### src/rtl/crc_pkg.sv
`default_nettype none
// ============================================================================
//  Module      : crc_pkg
//  Description : Shared types and constants for the CRC generator/checker:
//                frame state encoding, standard polynomials and a byte
//                bit-reversal helper.
//  Revision    : 1.0 - initial release
// ============================================================================
package crc_pkg;

    // Frame tracking states
    typedef enum logic [1:0] {
        ST_IDLE = 2'd0,
        ST_RUN  = 2'd1,
        ST_DONE = 2'd2
    } crcState_t;

    localparam logic [15:0] CRC16_CCITT_POLY = 16'h1021;
    localparam logic [31:0] CRC32_POLY       = 32'h04C11DB7;

    // Mirror the bit order of one byte (bit 0 <-> bit 7)
    function automatic logic [7:0] reflectByte(input logic [7:0] b);
        logic [7:0] r;
        for (int k = 0; k < 8; k++) begin
            r[k] = b[7-k];
        end
        return r;
    endfunction

endpackage
`default_nettype wire

### src/rtl/crc_byte_step.sv
`default_nettype none
// ============================================================================
//  Module      : crc_byte_step
//  Description : Combinational single-byte CRC update. Folds one byte into
//                the running register MSB-first using the normal-form
//                polynomial; the byte is bit-reversed first when REFLECT=1.
//  Revision    : 1.0 - initial release
// ============================================================================
module crc_byte_step
    import crc_pkg::*;
#(
    parameter int               CRC_W   = 16,
    parameter logic [CRC_W-1:0] POLY    = CRC_W'(CRC16_CCITT_POLY),
    parameter int               REFLECT = 0
) (
    input  logic [CRC_W-1:0] iCrc,
    input  logic [7:0]       iByte,
    output logic [CRC_W-1:0] oCrc
);

    logic [7:0]       w_byte;
    logic [CRC_W-1:0] w_acc;

    // Align the byte with the register MSB, then do eight shift/XOR steps
    always_comb begin
        w_byte = (REFLECT != 0) ? reflectByte(iByte) : iByte;
        w_acc  = iCrc ^ {w_byte, {(CRC_W-8){1'b0}}};
        for (int k = 0; k < 8; k++) begin
            w_acc = w_acc[CRC_W-1] ? ((w_acc << 1) ^ POLY) : (w_acc << 1);
        end
        oCrc = w_acc;
    end

endmodule
`default_nettype wire

### config.mk
export PLATFORM = sky130hd
export DESIGN_NAME = crc_byte_step
export DESIGN_NICKNAME = d
export VERILOG_FILES = /design/src/rtl/crc_pkg.sv /design/src/rtl/crc_byte_step.sv
export SDC_FILE = /design/constraint.sdc
export NUM_CORES = 1
export LEC_CHECK = 0
export CORE_AREA = 2 2 39 41
export DETAILED_ROUTE_END_ITERATION = 8
export DIE_AREA = 0 0 41 43
export GPL_ROUTABILITY_DRIVEN = 1
export PLACE_DENSITY = 0.8
export REMOVE_ABC_BUFFERS = 1
export SLEW_MARGIN = 20
export SYNTH_ARGS = -nofsm -noshare
export SYNTH_HDL_FRONTEND = slang
export SYNTH_SLANG_ARGS = --single-unit
### constraint.sdc
create_clock -name vclk -period 1.7
set_input_delay 0.34 -clock vclk [all_inputs]
set_output_delay 0.34 -clock vclk [all_outputs]
set_load 0.05 [all_outputs]
### After elaboration in Yosys (flattened, before gate mapping)

Cells that the tools add are included.

| word-level totals | value |
|---|---|
| memory bits (writable) | 0 |
| memory bits (read-only) | 0 |
| bits in latches | 0 |
| logic and storage cells | 17 |
| memories | 0 |
| output and inout port bits | 16 |
| flip-flop bits (word level) | 0 |

| cells by class | value |
|---|---|
| equality and inequality tests | 0 |
| bitwise logic cells | 9 |
| shift-type cells | 0 |
| mux-type cells | 8 |
| magnitude comparators | 0 |
| reduce and logical (&&, ||, !) cells | 0 |
| divide/modulo/power cells | 0 |
| add/subtract/negate cells | 0 |
| multipliers | 0 |

Operator list:

| kind | count |
|---|---|
| 2-to-1 mux 13 bit | 8 |
| inverter 3 bit | 8 |
| XOR 16 bit | 1 |

### Depth between registers and ports, before layout

| depth | value |
|---|---|
| depth in word-level cells | 17 |
| gate-level depth with buffers | 3 |
| mapped depth without buffers | 3 |

### Least setup slack after synthesis

Ideal clock, no wire load.

| timing path | value |
|---|---|
| path type | input to output |
| start | input port iByte[4] |
| end | output port oCrc[0] |
| data required time | 1.360 ns |
| path slack | -0.490 ns |
| path buffers | 0 |
| stages on the path | 3 |
| arrival time | 1.850 ns |
| cells stage by stage | xnor2_1 -> inv_1 -> xnor2_1 |

| on the way | value |
|---|---|
| cells in the longest elaborated chain, start to end | 3 |

Ends and longest elaborated chain:

| item | line | RTL |
|---|---|---|
| from (decl) | crc_byte_step.sv:17 | `input logic [7:0] iByte,` |
| XOR 16 bit | crc_byte_step.sv:27 | `w_acc = iCrc ^ {w_byte, {(CRC_W-8){1'b0}}};` |
| 2-to-1 mux 13 bit (2 in a row) | crc_byte_step.sv:29 | `w_acc = w_acc[CRC_W-1] ? ((w_acc << 1) ^ POLY) : (w_acc << 1);` |
| to (decl) | crc_byte_step.sv:18 | `output logic [CRC_W-1:0] oCrc` |

Every way passes these cells.

### Worst setup path in the final report

| timing path | value |
|---|---|
| start | input port iCrc[12] |
| end | output port oCrc[12] |

| on the way | value |
|---|---|
| cells in the longest elaborated chain, start to end | 3 |

Ends and longest elaborated chain:

| item | line | RTL |
|---|---|---|
| from (decl) | crc_byte_step.sv:16 | `input logic [CRC_W-1:0] iCrc,` |
| XOR 16 bit | crc_byte_step.sv:27 |  |
| 2-to-1 mux 13 bit (2 in a row) | crc_byte_step.sv:29 |  |

Every way passes these cells.

==> results.json <==
{
  "status": "finished, final reports clean",
  "min_from": "iCrc[9]",
  "first_global_vias": 414,
  "tns_ns": 0,
  "port_buffers": 40,
  "hold_path.class": "in2out",
  "synth_area_um2": 369,
  "relSlewSlack_pct": 82.3,
  "gp_congestion": 0.573,
  "grtUsageTotal_pct": 13.0,
  "avgViaCountPerCell": 4.07,
  "p_leak_uw": 0.000577,
  "hpwl_um": 822,
  "worst_setup_path_end_kind": "output port",
  "ioPinCount": 40,
  "die_w_um": 41,
  "hold_end": "oCrc[13]",
  "period_minus_slack_ns": 1.67,
  "start_util_pct": 26.7,
  "diodes": 0,
  "rows": 14,
  "drc_errors": 0,
  "synth.distinct_cells": 7,
  "nClkBuffers": 0,
  "wl_met1_um": 316,
  "routed_wirelength_um": 1040,
  "cts-hold-fix-buffers": 0,
  "dieArea_mm2": 0.00176,
  "wl_per_cell_um": 10.3,
  "antenna_left": 0,
  "fin_crit_sh_pct": 98.3,
  "num-nets-final": 111,
  "rsz0062_at_grt": "no",
  "die_h_um": 43,
  "max_freq_mhz": 598,
  "drv_slew": 0,
  "grt_overflow": 0,
  "ys_seq_area_share_pct": 0,
  "fin_area_mm2": 0.00107,
  "antenna_found_initial": 0,
  "report.final.setup_viol": 0,
  "post_dp_cell_area_um2": 925,
  "worst-setup-path-type": "in2out",
  "final_cell_mix": "20 x buf_4, 11 x buf_6, 9 x xnor2_2, 8 x buf_12, 6 x buf_2",
  "syn_inst": 25,
  "wl_met3_um": 105,
  "area_delta_synth_final_pct": 191,
  "cap_violations": 0,
  "seq_cells": 0,
  "grt_pass1_wl_um": 1610,
  "multi_input_area_um2": 455,
  "cellPowerDensity_mw_per_mm2": 893,
  "grt_max_degree": 6,
  "arrival_ns": 1.33,
  "fillers": 94,
  "layout_commonest_cell": "buf_4",
  "crit_required_ns": 1.36,
  "hold_viol_final": 0,
  "dr_wl_met2_um": 621,
  "holdPathStages": 4,
  "first_iter_violations": 0,
  "synth_warnings": 0,
  "first_pass_iters": 1,
  "avgSynthCellArea_um2": 14.8,
  "seqCellArea_um2": 0,
  "core_mm2": 0.00138,
  "worst-path-max-fanout": 3,
  "power.total_uw": 960,
  "top_layer": "met3",
  "worst_pin_slew_ns": 0.264,
  "drive_gt1_share_pct": 76.5,
  "vias": 411,
  "irDropWorstVdd_mv": 0.655,
  "start_kind": "primary input"
}
logic make-up after synthesis:
family	after synthesis	synth area share, %
xor gates and xnor gates	24	99.0
buffers and inverters	1	1.02
layout make-up:
class / instances / share of cell area [%]
repair buffers: 60 / 55.4
multi-input cells: 24 / 42.4
well taps: 16 / 1.86
inverters: 1 / 0.349
critical path, stage by stage:
cell and delay, ns:
clkbuf_2 0.12, xnor2_4 0.16, buf_4 0.13, xnor3_1 0.41, buf_12 0.17
where the power goes:
| part | switching [uW] | total (uW) | internal [uW] |
|---|---|---|---|
| Combinational | 483 | 960 | 477 |
| Sequential | 0 | 0 | 0 |
| Clock | 0 | 0 | 0 |
per-stage QoR:
step / worst slack [ns] / instances / hold WS [ns] / util, %
2_1_floorplan: -0.490 / 25 / 0.985 / -
3_3_place_gp: -0.401 / 91 / 1.41 / 66.8
3_5_place_dp: -0.410 / 91 / 1.41 / 66.8
4_1_cts: -0.0202 / 100 / 1.25 / 77.5
5_1_grt: 0.00367 / 101 / 1.24 / 77.7
6_report: 0.0281 / 101 / 1.21 / 77.7
worst max path at each step:
stage          cells past startpoint  slack, ns     start       end
6_report                           5       0.03  iCrc[12]  oCrc[12]
5_1_grt                            6      0.004  iByte[2]   oCrc[2]
4_1_cts                            4      -0.02   iCrc[4]  oCrc[12]
3_5_place_dp                       4      -0.41  iByte[6]   oCrc[6]
3_3_place_gp                       4      -0.40  iByte[6]   oCrc[6]
2_1_floorplan                      3      -0.49  iByte[4]   oCrc[0]
per-layer routing:
layer,track usage [%],vias to the layer above
met4,0,0
met2,25.9,23
li1,-,202
met5,0,-
met1,14.4,186
met3,1.05,0
synthesized netlist by cell type:
cell type / count / area share [%]
xor2_1: 3 / 7.1
xnor3_1: 5 / 31
xor3_4: 1 / 7.5
xnor2_1: 9 / 21
xor3_1: 3 / 19
inv_1: 1 / 1.0
xnor2_2: 3 / 13
repair_timing:
item	CTS	global route
setup buffers	9	3
setup endpoints to repair	16	14
pin swaps	18	16
resized for setup	64	22
(Power assumes the default switching activity.)
